===== src/rtl/vga_pkg.sv =====
// Shared 640x480@60 timing constants, frame-buffer geometry and pixel types for the VGA reader.
// No logic of its own; LUMA_GRAY_EN (in vga_frame_reader) selects the colour mapping.
package vga_pkg;
  localparam int H_VIS    = 640;
  localparam int H_FP     = 16;
  localparam int H_SYNC   = 96;
  localparam int H_BP     = 48;
  localparam int V_VIS    = 480;
  localparam int V_FP     = 10;
  localparam int V_SYNC   = 2;
  localparam int V_BP     = 33;
  localparam int H_TOTAL  = H_VIS + H_FP + H_SYNC + H_BP;
  localparam int V_TOTAL  = V_VIS + V_FP + V_SYNC + V_BP;
  localparam int SCALE_SH = 2;

  localparam int FB_W = 160;
  localparam int FB_H = 120;

  localparam int CNT_W = 10;

  typedef logic [14:0] fb_addr_t;

  typedef struct packed {
    logic vis;
    logic hs;
    logic vs;
  } sync_t;

  typedef struct packed {
    logic [7:0] r;
    logic [7:0] g;
    logic [7:0] b;
  } rgb_t;

  // Blanked, both syncs deasserted (syncs are active low).
  localparam sync_t SYNC_IDLE = sync_t'(3'b011);

  function automatic rgb_t rgb565_to_rgb888(input logic [15:0] d);
    rgb_t p;
    p.r = {d[15:11], d[15:13]};
    p.g = {d[10:5],  d[10:9]};
    p.b = {d[4:0],   d[4:2]};
    return p;
  endfunction
endpackage


===== src/rtl/vga_timing.sv =====
// Free-running hcnt/vcnt raster counters with combinational visible/hsync/vsync flags.
// Flags are combinational from the counters (zero latency); free-running, no backpressure.
module vga_timing
  import vga_pkg::*;
#(
  parameter int H_VIS  = vga_pkg::H_VIS,
  parameter int H_FP   = vga_pkg::H_FP,
  parameter int H_SYNC = vga_pkg::H_SYNC,
  parameter int H_BP   = vga_pkg::H_BP,
  parameter int V_VIS  = vga_pkg::V_VIS,
  parameter int V_FP   = vga_pkg::V_FP,
  parameter int V_SYNC = vga_pkg::V_SYNC,
  parameter int V_BP   = vga_pkg::V_BP
) (
  input  logic             clk,
  input  logic             reset_n,
  output logic [CNT_W-1:0] hcnt,
  output logic [CNT_W-1:0] vcnt,
  output logic             vis0,
  output logic             hs0,
  output logic             vs0
);
  localparam int HT       = H_VIS + H_FP + H_SYNC + H_BP;
  localparam int VT       = V_VIS + V_FP + V_SYNC + V_BP;
  localparam int HS_START = H_VIS + H_FP;
  localparam int VS_START = V_VIS + V_FP;

  always_ff @(posedge clk or negedge reset_n) begin
    if (!reset_n) begin
      hcnt <= '0;
      vcnt <= '0;
    end else if (hcnt == CNT_W'(HT - 1)) begin
      hcnt <= '0;
      vcnt <= (vcnt == CNT_W'(VT - 1)) ? '0 : vcnt + 1'b1;
    end else begin
      hcnt <= hcnt + 1'b1;
    end
  end

  assign vis0 = (hcnt < CNT_W'(H_VIS)) && (vcnt < CNT_W'(V_VIS));
  assign hs0  = !((hcnt >= CNT_W'(HS_START)) && (hcnt < CNT_W'(HS_START + H_SYNC)));
  assign vs0  = !((vcnt >= CNT_W'(VS_START)) && (vcnt < CNT_W'(VS_START + V_SYNC)));
endmodule


===== src/rtl/vga_frame_reader.sv =====
// Reads the 160x120 frame buffer, 4x upscales to 640x480 VGA; counter-to-pin latency 2 cycles.
// Free-running display, no backpressure; `define LUMA_GRAY_EN for grey output from rddata[15:8].
module vga_frame_reader
  import vga_pkg::*;
#(
  parameter int H_VIS    = vga_pkg::H_VIS,
  parameter int H_FP     = vga_pkg::H_FP,
  parameter int H_SYNC   = vga_pkg::H_SYNC,
  parameter int H_BP     = vga_pkg::H_BP,
  parameter int V_VIS    = vga_pkg::V_VIS,
  parameter int V_FP     = vga_pkg::V_FP,
  parameter int V_SYNC   = vga_pkg::V_SYNC,
  parameter int V_BP     = vga_pkg::V_BP,
  parameter int SCALE_SH = vga_pkg::SCALE_SH
) (
  input  logic        clk,
  input  logic        reset_n,
  input  logic [15:0] rddata,
  output fb_addr_t    rdaddr,
  output logic [7:0]  vga_r,
  output logic [7:0]  vga_g,
  output logic [7:0]  vga_b,
  output logic        vga_hs,
  output logic        vga_vs,
  output logic        vga_blank_n,
  output logic        vblank
);
  logic [CNT_W-1:0] hcnt;
  logic [CNT_W-1:0] vcnt;
  logic             vis0;
  logic             hs0;
  logic             vs0;
  logic [7:0]       fx;
  logic [6:0]       fy;
  sync_t            sync1;
  rgb_t             pix;
  rgb_t             colour;

  vga_timing #(
    .H_VIS (H_VIS),  .H_FP (H_FP), .H_SYNC (H_SYNC), .H_BP (H_BP),
    .V_VIS (V_VIS),  .V_FP (V_FP), .V_SYNC (V_SYNC), .V_BP (V_BP)
  ) u_timing (
    .clk     (clk),
    .reset_n (reset_n),
    .hcnt    (hcnt),
    .vcnt    (vcnt),
    .vis0    (vis0),
    .hs0     (hs0),
    .vs0     (vs0)
  );

  // Dropping the low SCALE_SH bits repeats each source pixel/line 4 times.
  assign fx     = 8'(hcnt >> SCALE_SH);
  assign fy     = 7'(vcnt >> SCALE_SH);
  assign rdaddr = vis0 ? {fx, fy} : '0;

  // Stage 1: sync/blank wait alongside the registered RAM read.
  always_ff @(posedge clk or negedge reset_n) begin
    if (!reset_n) begin
      sync1 <= SYNC_IDLE;
    end else begin
      sync1 <= '{vis: vis0, hs: hs0, vs: vs0};
    end
  end

  always_comb begin
    pix = '0;
`ifdef LUMA_GRAY_EN
    pix = '{r: rddata[15:8], g: rddata[15:8], b: rddata[15:8]};
`else
    pix = rgb565_to_rgb888(rddata);
`endif
  end

  // Stage 2: output registers; rddata is only meaningful while vis1 is high.
  always_ff @(posedge clk or negedge reset_n) begin
    if (!reset_n) begin
      vga_hs      <= 1'b1;
      vga_vs      <= 1'b1;
      vga_blank_n <= 1'b0;
      colour      <= '0;
      vblank      <= 1'b0;
    end else begin
      vga_hs      <= sync1.hs;
      vga_vs      <= sync1.vs;
      vga_blank_n <= sync1.vis;
      colour      <= sync1.vis ? pix : '0;
      vblank      <= (vcnt >= CNT_W'(V_VIS));
    end
  end

  assign vga_r = colour.r;
  assign vga_g = colour.g;
  assign vga_b = colour.b;
endmodule

===== config.mk =====
export PLATFORM = sky130hd
export DESIGN_NAME = vga_frame_reader
export DESIGN_NICKNAME = d
export VERILOG_FILES = /design/src/rtl/vga_pkg.sv /design/src/rtl/vga_timing.sv /design/src/rtl/vga_frame_reader.sv
export SDC_FILE = /design/constraint.sdc
export NUM_CORES = 1
export LEC_CHECK = 0
export CAP_MARGIN = 10
export CORE_ASPECT_RATIO = 1.2
export CORE_UTILIZATION = 60
export DETAILED_ROUTE_END_ITERATION = 10
export DONT_BUFFER_PORTS = 1
export GPL_ROUTABILITY_DRIVEN = 1
export MAX_ROUTING_LAYER = met4
export PLACE_DENSITY_LB_ADDON = 0.15
export SYNTH_ARGS = -nofsm -noshare
export SYNTH_HDL_FRONTEND = slang
export SYNTH_SLANG_ARGS = --single-unit

===== constraint.sdc =====
create_clock -name clk -period 3 [get_ports clk]
set_input_delay 0.3 -clock clk [delete_from_list [all_inputs] [get_ports clk]]
set_output_delay 0.3 -clock clk [all_outputs]
set_load 0.02 [all_outputs]

==> out/results.ini, run 1 <==
[critical_path]
crit_type = reg -> out
worst_path_max_delay_cell = dfrtp_1
cp_data_required_time_ns = 2.70
critPathBufInv = 1
cp-end-kind = primary output
worstPathCellList = and4_1, or2_2, nor2_1, buf_4, and2_1
cp_top_family = simple AND/OR/NAND/NOR gates
critPathMaxFanout = 9
worst_ep_arrival_time_ns = 2.24
slowest_delay_ns = 0.46
start_kind = flip-flop

[timing]
layout_min_cycle_time_ns = 2.54
max_freq_mhz = 394
hold_viol = 0
finalMaxSlewViolations = 0
clock_skew_ns = 0.00859
finalSetupTns_ns = 0
setup_viol = 0
rsz0062_at_grt = false
tightest_slew_ns = 0.682
fin_crit_sh = 0.846
setup_slack_ns = 0.461
slew-limit-headroom = 0.541

[clocking]
clockBufferDepth = 2
path_clk_slew_ns = 0.12
clock_latency_ns = 0.35
numCtsBuffers = 5
ctsHtreeMaxLevel = 2
cts.sinks = 43
root_buffer = clkbuf_4
cts_setup_buffers = 0
cts_tree = built

[synth]
syn_nets = 194
yosys_warnings = 0
synth_cell_types = 31
syn_avg_cell_area_sq_um = 11.0
ys_top_cells_by_area = dfrtp_1, and2_1, dfstp_2, xnor2_1, nand3_1
synth_area_leader_cell = dfrtp_1
ys_seq_elements = 43
synthesis.area_sq_um = 1900
synth_top_cell_area_share = 0.514
yosysSeqAreaShare = 0.569
synthCells = 172

[layout]
area_growth_syn_to_layout_pct = 5.20
final_core_util = 0.660
final_area_sq_um = 2000
diodes = 0
layout-drive-gt1-share = 0.100
nNetsFinal = 191
fillers = 240

[power]
swShare = 0.203
powerDensity_nw_per_um2 = 540
seqPwrFrac = 0.573
clkPwrFrac = 0.406
comb_power_share = 0.021
p_sw_w = 0.000219
p_leak_nw = 0.864
intPower_w = 0.000860
peakVddDrop_v = 0.000329
power_w = 0.00108

[placed_design]
portBuffers = 0
place_area_sq_um = 1870
dp_hpwl_microns = 2320
dp_slack_ns = 0.865
globalplace.congestion = 0.954

[route]
drtIter0Drc = 21
routedWlPerCell_microns = 15.8
drt_pass1_iterations = 4
routed_via_density = 5.73
drt-total-wl_microns = 3250
drc = 0
final_antenna_net_count = 0
vias = 1180

[floorplan]
pin_count = 61
die_w_microns = 53.4
fp.dieArea_sq_um = 3400
initial_core_util = 0.627
die_h_microns = 63.6
core_area_sq_um = 3030
num_rows = 22

[job]
cap_violations = 0

[global_route]
antenna_found_initial = 0
grt_max_degree = 44
grt_use_total = 0.231
grt.overflow.total = 0
grt_pass1_wl_microns = 5370
grt_pass1_vias = 1142

[outcome]
status = finished, final reports clean

[min_path]
hold_path.class = in -> reg

[power groups by stage]
stage	clock network, W	logic (W)	registers [W]
final	0.000438	0.0000228	0.000618
after global routing	0.000474	0.0000264	0.000621
after CTS	0.000447	0.0000240	0.000618
after detailed placement	0	0.00000865	0.000629
after global placement	0	0.00000793	0.000628
after floorplan	0	0.0000225	0.000620
[cell usage after synthesis]
library cell	count
dfrtp_1	39
and2_1	31
nand3_1	12
nor2_1	10
xnor2_1	9
buf_4	8
inv_1	6
nand2_1	6
xor2_1	5
dfstp_2	4
ha_1	4
nand4_1	4
nor4_1	4
o21ai_0	4
and3_1	3
and4_1	3
clkbuf_1	3
nor3_1	3
buf_2	2
a211oi_1	1
a22o_1	1
buf_6	1
nor2_2	1
nor2b_1	1
nor4b_1	1
o21a_1	1
or2_2	1
or3_1	1
or4_1	1
or4_4	1
or4b_1	1
[stage by stage]
| step | instances | hold WS, ns |
|---|---|---|
| after floorplan | 172 | 0.00441 |
| after global placement | 196 | 0.00522 |
| after detailed placement | 196 | 0.00519 |
| after CTS | 206 | 0.0625 |
| after global routing | 206 | 0.0433 |
| final | 206 | 0.0708 |
[path summary, 6_finish.rpt]
check / startpoint / endpoint / slack (ns) / cells after the start
worst min register to register: sync1[1]$_DFF_PN1_ / vga_hs$_DFF_PN1_ / 0.36 / 0
min in group asynchronous: reset_n / vga_b[6]$_DFF_PN0_ / 0.39 / 2
worst min-delay path: rddata[0] / vga_b[3]$_DFF_PN0_ / 0.07 / 1
worst max register to register: u_timing.vcnt[0]$_DFFE_PN0N_ / u_timing.vcnt[3]$_DFFE_PN0N_ / 0.85 / 6
max in group asynchronous: reset_n / sync1[1]$_DFF_PN1_ / 2.34 / 2
worst max-delay path: u_timing.vcnt[5]$_DFFE_PN0N_ / rdaddr[1] / 0.46 / 5
[sequential cells by signal, indices dropped and copies added (netlist names)]
| register | count |
|---|---|
| vga_b | 5 |
| vblank | 1 |
| vga_r | 5 |
| vga_g | 6 |
| vga_blank_n | 1 |
| u_timing.hcnt | 10 |
| sync1 | 3 |
| u_timing.vcnt | 10 |
| vga_hs | 1 |
| vga_vs | 1 |
[final cells by class]
type | instances | area (sq um) | area share
Tap cell | 36 | 45.0 | 0.0225
Inverter | 6 | 22.5 | 0.0113
Timing Repair Buffer | 4 | 45.0 | 0.0225
Multi-Input combinational cell | 109 | 703 | 0.352
Clock inverter | 2 | 60.1 | 0.0301
Clock buffer | 6 | 41.3 | 0.0207
Sequential cell | 43 | 1080 | 0.541
[layout by cell type (no fill, tap or decap), drive strengths merged, types with 3 or more instances in the layout]
cell | Yosys | layout
and2 | 31 | 31
and3 | 3 | 3
and4 | 3 | 3
buf | 11 | 3
clkbuf | 3 | 6
dfrtp | 39 | 39
dfstp | 4 | 4
ha | 4 | 4
inv | 6 | 6
nand2 | 6 | 6
nand3 | 12 | 12
nand4 | 4 | 4
nor2 | 11 | 11
nor3 | 3 | 3
nor4 | 4 | 4
o21ai | 4 | 4
xnor2 | 9 | 9
xor2 | 5 | 5
[what timing repair did]
item,in CTS,in global routing
hold buffers,2,0
resized for setup,0,0
endpoints found under the hold margin,43,0
[worst register-to-register path: stages (launching register included)]
cell and delay, ns:
dfrtp_1 0.43, inv_1 0.10, ha_1 0.15, nand4_1 0.09, or4_1 0.56, nor4_1 0.55
nor2_1 0.14
[routing by layer]
layer	vias to the layer above	part of all wire	global-route usage
li1	556	-	-
met1	564	0.41	0.274
met2	48	0.49	0.347
met3	12	0.074	0.0507
met4	0	0.033	0.148
met5	-	0	-
[cells by family (layout without fill, tap and decap cells)]
logic type / after synthesis / after routing / share of synthesized area
buf+inv: 20 / 18 / 0.0606
compound gates: 7 / 7 / 0.0231
xor+xnor: 14 / 14 / 0.0646
flops: 43 / 43 / 0.569
fa+ha+maj: 4 / 4 / 0.0264
simple gates: 84 / 84 / 0.256
Power figures use the tool's default switching activity.
==> run 2: changes to the inputs <==
--- a/config.mk
+++ b/config.mk
@@ -7,7 +7,7 @@
 export LEC_CHECK = 0
 export CAP_MARGIN = 10
 export CORE_ASPECT_RATIO = 1.2
-export CORE_UTILIZATION = 60
+export CORE_UTILIZATION = 55
 export DETAILED_ROUTE_END_ITERATION = 10
 export DONT_BUFFER_PORTS = 1
 export GPL_ROUTABILITY_DRIVEN = 1
==> constraint.sdc (replaced) <==
create_clock -name clk -period 2.3 [get_ports clk]
set_input_delay 0.23 -clock clk [delete_from_list [all_inputs] [get_ports clk]]
set_output_delay 0.23 -clock clk [all_outputs]
set_load 0.02 [all_outputs]
==> out/results.ini, run 2 (synthesis results as in run 1) <==
[min_path]
hold_start = rddata[11]
hold_path.class = in -> reg

[clocking]
cts_tree = built
ctsHtreeMaxLevel = 2  ; unchanged
clock_latency_ns = 0.29  ; -0.06 ns
root_buffer = clkbuf_8
numCtsBuffers = 5  ; unchanged
path_clk_slew_ns = 0.07  ; -0.05 ns
cts.sinks = 43  ; unchanged
clockBufferDepth = 2  ; unchanged
cts_setup_buffers = 0  ; unchanged
cts_resized = 0  ; unchanged
cts_hold_buf = 2  ; unchanged

[layout]
nNetsFinal = 196  ; +2.6%
layout-drive-gt1-share = 0.126  ; +0.0257
diodes = 0  ; unchanged
final_cells = 212  ; +2.9%
fillers = 262  ; +9.2%
final_common_cell = dfrtp_1
final_cell_mix = dfrtp_1, and2_1, nand3_1
area_growth_syn_to_layout_pct = 8.89

[route]
topRoutingLayerUsed = met4
wl_met3_microns = 237  ; -2.1%
final_antenna_net_count = 0  ; unchanged
drc = 0  ; unchanged
drt-total-wl_microns = 3230  ; -0.65%
vias = 1207  ; +2.3%
routed_via_density = 5.69  ; -0.61%
drtIter0Drc = 36  ; +71%
drt-met1-wl_microns = 1290  ; -2.8%
routedWlPerCell_microns = 15.3  ; -3.5%
dr_wl_met2_microns = 1650  ; +4.0%
drt_pass1_iterations = 4  ; unchanged

[outcome]
status = finished, final reports clean

[critical_path]
critPathMaxFanout = 11  ; +2
crit_type = reg -> out
cp-end-kind = primary output
r2r_end = u_timing.vcnt[9]$_DFFE_PN0N_
worst_ep_arrival_time_ns = 1.91  ; -0.33 ns
start_kind = flip-flop
crit_start = u_timing.vcnt[5]$_DFFE_PN0N_
r2r_slack_ns = 0.31  ; -0.54 ns
r2r_cells = 3  ; -3
endpoint = rdaddr[9]
timing.rr.start = u_timing.hcnt[5]$_DFF_PN0_
cp_data_required_time_ns = 2.07  ; -0.63 ns

[floorplan]
core_area_sq_um = 3310  ; +9.3%
num_rows = 23  ; +4.5%
initial_core_util = 0.574  ; -0.0534
die_h_microns = 66.4  ; +4.3%
pin_count = 61  ; unchanged
fp.dieArea_sq_um = 3690  ; +8.8%
die_w_microns = 55.6  ; +4.3%

[timing]
slew-limit-headroom = 0.751  ; +0.210
fin_crit_sh = 0.931
holdWs_ns = 0.0663  ; -0.00450 ns
layout_min_cycle_time_ns = 2.14
rsz0062_at_grt = false
finalMaxSlewViolations = 0  ; unchanged
setup_viol = 0  ; unchanged
clock_skew_ns = 0.00498  ; -0.00361 ns
max_freq_mhz = 467
tightest_slew_ns = 0.370  ; -0.312 ns
finalSetupTns_ns = 0  ; unchanged
hold_viol = 0  ; unchanged

[global_route]
grt.overflow.total = 0  ; unchanged
grt_use_total = 0.202  ; -0.0291
grt_pass1_vias = 1172  ; +2.6%
grt_pass1_wl_microns = 5520  ; +2.8%
antenna_found_initial = 0  ; unchanged
grt_max_degree = 44  ; unchanged

[placed_design]
dpl.cell_count = 202  ; +3.1%
portBuffers = 0  ; unchanged
dp_hpwl_microns = 2280  ; -2.1%
globalplace.congestion = 0.837  ; -12%

[job]
cap_violations = 0  ; unchanged

[power]
powerDensity_nw_per_um2 = 729  ; +35%
p_leak_nw = 0.902  ; +4.4%
peakVddDrop_v = 0.000458  ; +39%

-- run 2: metal layers --
layer  vias to the layer above  track usage
li1                        563            -
met1                       593        0.222
met2                        45        0.339
met3                         6       0.0665
met4                         0       0.0875
met5                         -            -
-- run 2: worst max-delay path, cell delays in order, from the launching register on --
cell and delay (ns):
dfrtp_1 0.46, and4_1 0.25, or2_2 0.30, nor2_1 0.15, buf_4 0.18, and2_1 0.27
-- run 2: through the flow --
step | setup WS [ns] | power [W] | instance area, sq um | util
2_1_floorplan | 0.270 | 0.000838 | 1900 | -
6_report | 0.159 | 0.00151 | 2070 | 0.625
3_5_place_dp | 0.316 | 0.000831 | 1910 | 0.576
5_1_grt | 0.0407 | 0.00156 | 2070 | 0.625
4_1_cts | 0.139 | 0.00153 | 2070 | 0.625
3_3_place_gp | 0.394 | 0.000830 | 1910 | 0.576
-- run 2: worst min path at each step --
stage                                     to  slack, ns  depth (start not counted)
after floorplan           sync1[2]$_DFF_PN0_      -0.07                          0
after global placement    vga_b[5]$_DFF_PN0_      -0.06                          0
after detailed placement  vga_b[2]$_DFF_PN0_      -0.06                          0
after CTS                 vga_r[3]$_DFF_PN0_       0.06                          1
after global routing      vga_g[2]$_DFF_PN0_       0.06                          1
final                     vga_r[3]$_DFF_PN0_       0.07                          1
-- run 2: where the power goes --
part           switching, W  internal (W)   total, W
logic             0.0000173     0.0000120  0.0000292
clock network      0.000240      0.000434   0.000674
registers         0.0000350      0.000770   0.000805
total              0.000292       0.00122    0.00151
-- run 2: area by class of cell --
type / count / area, sq um / share of cell area
clock buffer: 6 / 72.6 / 0.0351
clock inverter: 2 / 60.1 / 0.0290
inverter: 6 / 22.5 / 0.0109
multi-input combinational: 109 / 703 / 0.340
sequential: 43 / 1080 / 0.523
tap: 37 / 46.3 / 0.0224
timing repair buffer: 9 / 82.6 / 0.0399
==> run 3: changes to the inputs <==
--- a/config.mk
+++ b/config.mk
@@ -7,6 +7,7 @@
 export LEC_CHECK = 0
 export CAP_MARGIN = 10
 export CORE_ASPECT_RATIO = 1.2
+export CORE_MARGIN = 1.5
 export CORE_UTILIZATION = 55
 export DETAILED_ROUTE_END_ITERATION = 10
 export DONT_BUFFER_PORTS = 1
==> out/results.ini, run 3 (synthesis results as in run 1) <==
[timing]
finalSetupTns_ns = 0  ; unchanged
finalMaxSlewViolations = 0  ; unchanged
max_freq_mhz = 474  ; +1.4%
clock_skew_ns = 0.00462  ; -0.000359 ns
slew-limit-headroom = 0.751  ; about the same
fin_crit_sh = 0.918  ; -0.0128
holdWs_ns = 0.0711  ; +0.00480 ns
layout_min_cycle_time_ns = 2.11  ; -0.0293 ns
rsz0062_at_grt = false
tightest_slew_ns = 0.369  ; -0.000190 ns
hold_viol = 0  ; unchanged
setup_viol = 0  ; unchanged
setup_slack_ns = 0.189  ; +0.0293 ns

[floorplan]
initial_core_util = 0.574  ; unchanged
pin_count = 61  ; unchanged
num_rows = 23  ; unchanged
die_w_microns = 56.6  ; +1.8%
fp.dieArea_sq_um = 3820  ; +3.3%
die_h_microns = 67.4  ; +1.5%
core_area_sq_um = 3310  ; unchanged

[critical_path]
path_depth = 5  ; unchanged
r2r_end = u_timing.vcnt[9]$_DFFE_PN0N_
worstPathCellList = and4_1, or2_2, nor2_1, buf_4, and2_1
worst_ep_arrival_time_ns = 1.88  ; -0.03 ns
cp_data_required_time_ns = 2.07  ; about the same
r2r_slack_ns = 0.31  ; about the same
crit_type = reg -> out
r2r_cells = 4  ; +1
worst_path_max_delay_cell = dfrtp_1
critPathBufInv = 1  ; unchanged
cp-end-kind = primary output
cp_top_family = simple AND/OR/NAND/NOR gates
slowest_delay_ns = 0.45  ; about the same
start_kind = flip-flop
timing.rr.start = u_timing.hcnt[5]$_DFF_PN0_
critPathMaxFanout = 10  ; -1

[clocking]
root_buffer = clkbuf_8
cts_resized = 0  ; unchanged
clockBufferDepth = 2  ; unchanged
cts_setup_buffers = 0  ; unchanged
path_clk_slew_ns = 0.08  ; about the same
numCtsBuffers = 5  ; unchanged
cts.sinks = 43  ; unchanged
clock_latency_ns = 0.29  ; about the same
cts_hold_buf = 2  ; unchanged
ctsHtreeMaxLevel = 2  ; unchanged
cts_tree = built

[min_path]
min_to = vga_g[1]$_DFF_PN0_
hold_path.class = in -> reg
hold_start = rddata[10]
min_path_cells = 1  ; unchanged

[route]
final_antenna_net_count = 0  ; unchanged
drc = 0  ; unchanged
vias = 1201  ; -0.50%
drt-total-wl_microns = 3220  ; -0.53%
routedWlPerCell_microns = 15.1  ; -0.99%
drtIter0Drc = 21  ; -42%
drt_pass1_iterations = 3  ; -1
routed_via_density = 5.64  ; -0.96%

[layout]
diodes = 0  ; unchanged
multi_input_area_sq_um = 703  ; unchanged
nNetsFinal = 197  ; +0.51%
final_cell_mix = dfrtp_1, and2_1, nand3_1
layout-drive-gt1-share = 0.131  ; +0.00497
fillers = 268  ; +2.3%
area_growth_syn_to_layout_pct = 9.29
seqCellArea_sq_um = 1080  ; unchanged
final_common_cell = dfrtp_1

[power]
peakVddDrop_v = 0.000496  ; +8.4%
p_leak_nw = 0.906  ; +0.46%
powerDensity_nw_per_um2 = 726  ; -0.38%

[placed_design]
portBuffers = 0  ; unchanged
dp_slack_ns = 0.352  ; +0.0356 ns
dp_hpwl_microns = 2320  ; +1.9%
globalplace.congestion = 0.807  ; -3.6%

[global_route]
grt_use_total = 0.195  ; -0.00765
grt_max_degree = 44  ; unchanged
grt_pass1_wl_microns = 5490  ; -0.63%
antenna_found_initial = 0  ; unchanged
grt.overflow.total = 0  ; unchanged
grt_pass1_vias = 1227  ; +4.7%

[job]
cap_violations = 0  ; unchanged

[outcome]
status = finished, final reports clean

[run 3: final cells by class]
type / count / share of cell area
flip-flops and latches: 43 / 0.521
multi-input cells: 109 / 0.339
repair buffers: 10 / 0.0434
clock buffers: 6 / 0.0350
clock inverters: 2 / 0.0289
well taps: 37 / 0.0223
inverters: 6 / 0.0108
[run 3: layer usage]
metal  track usage  share of wire  wire length [microns]  vias to the layer above
met3        0.0460          0.063                    202                       10
met1         0.213           0.41                   1320                      581
met4        0.0863          0.020                     64                        0
met2         0.339           0.51                   1630                       43
li1              -              -                      -                      567
met5             -              0                      0                        -
[run 3: worst reg2reg max path, cell delays in order, from the launching register on]
cell	delay, ns
dfrtp_1	0.46
or4b_1	0.58
or4_4	0.57
o21ai_0	0.20
a211oi_1	0.06
[run 3: stage by stage]
step,power [W],cells,utilization,area [sq um]
after floorplan,0.000838,172,-,1900
after global placement,0.000830,203,0.578,1910
after detailed placement,0.000831,203,0.578,1910
after CTS,0.00152,213,0.627,2080
after global routing,0.00155,213,0.627,2080
final,0.00151,213,0.627,2080
[run 3: report_power, final]
group	switching, W	leakage [nW]	internal, W
Combinational	0.0000178	0.315	0.0000120
Clock	0.000240	0.0654	0.000434
Sequential	0.0000347	0.525	0.000770
Total	0.000292	0.906	0.00122
[run 3: worst max path at each step]
stage | startpoint | to | slack [ns]
final | u_timing.vcnt[5]$_DFFE_PN0N_ | rdaddr[12] | 0.19
after global routing | u_timing.vcnt[5]$_DFFE_PN0N_ | rdaddr[0] | 0.07
after CTS | u_timing.vcnt[5]$_DFFE_PN0N_ | rdaddr[10] | 0.17
after detailed placement | u_timing.hcnt[5]$_DFF_PN0_ | u_timing.vcnt[9]$_DFFE_PN0N_ | 0.35
after global placement | u_timing.hcnt[5]$_DFF_PN0_ | u_timing.vcnt[9]$_DFFE_PN0N_ | 0.39
after floorplan | u_timing.hcnt[5]$_DFF_PN0_ | u_timing.vcnt[9]$_DFFE_PN0N_ | 0.27
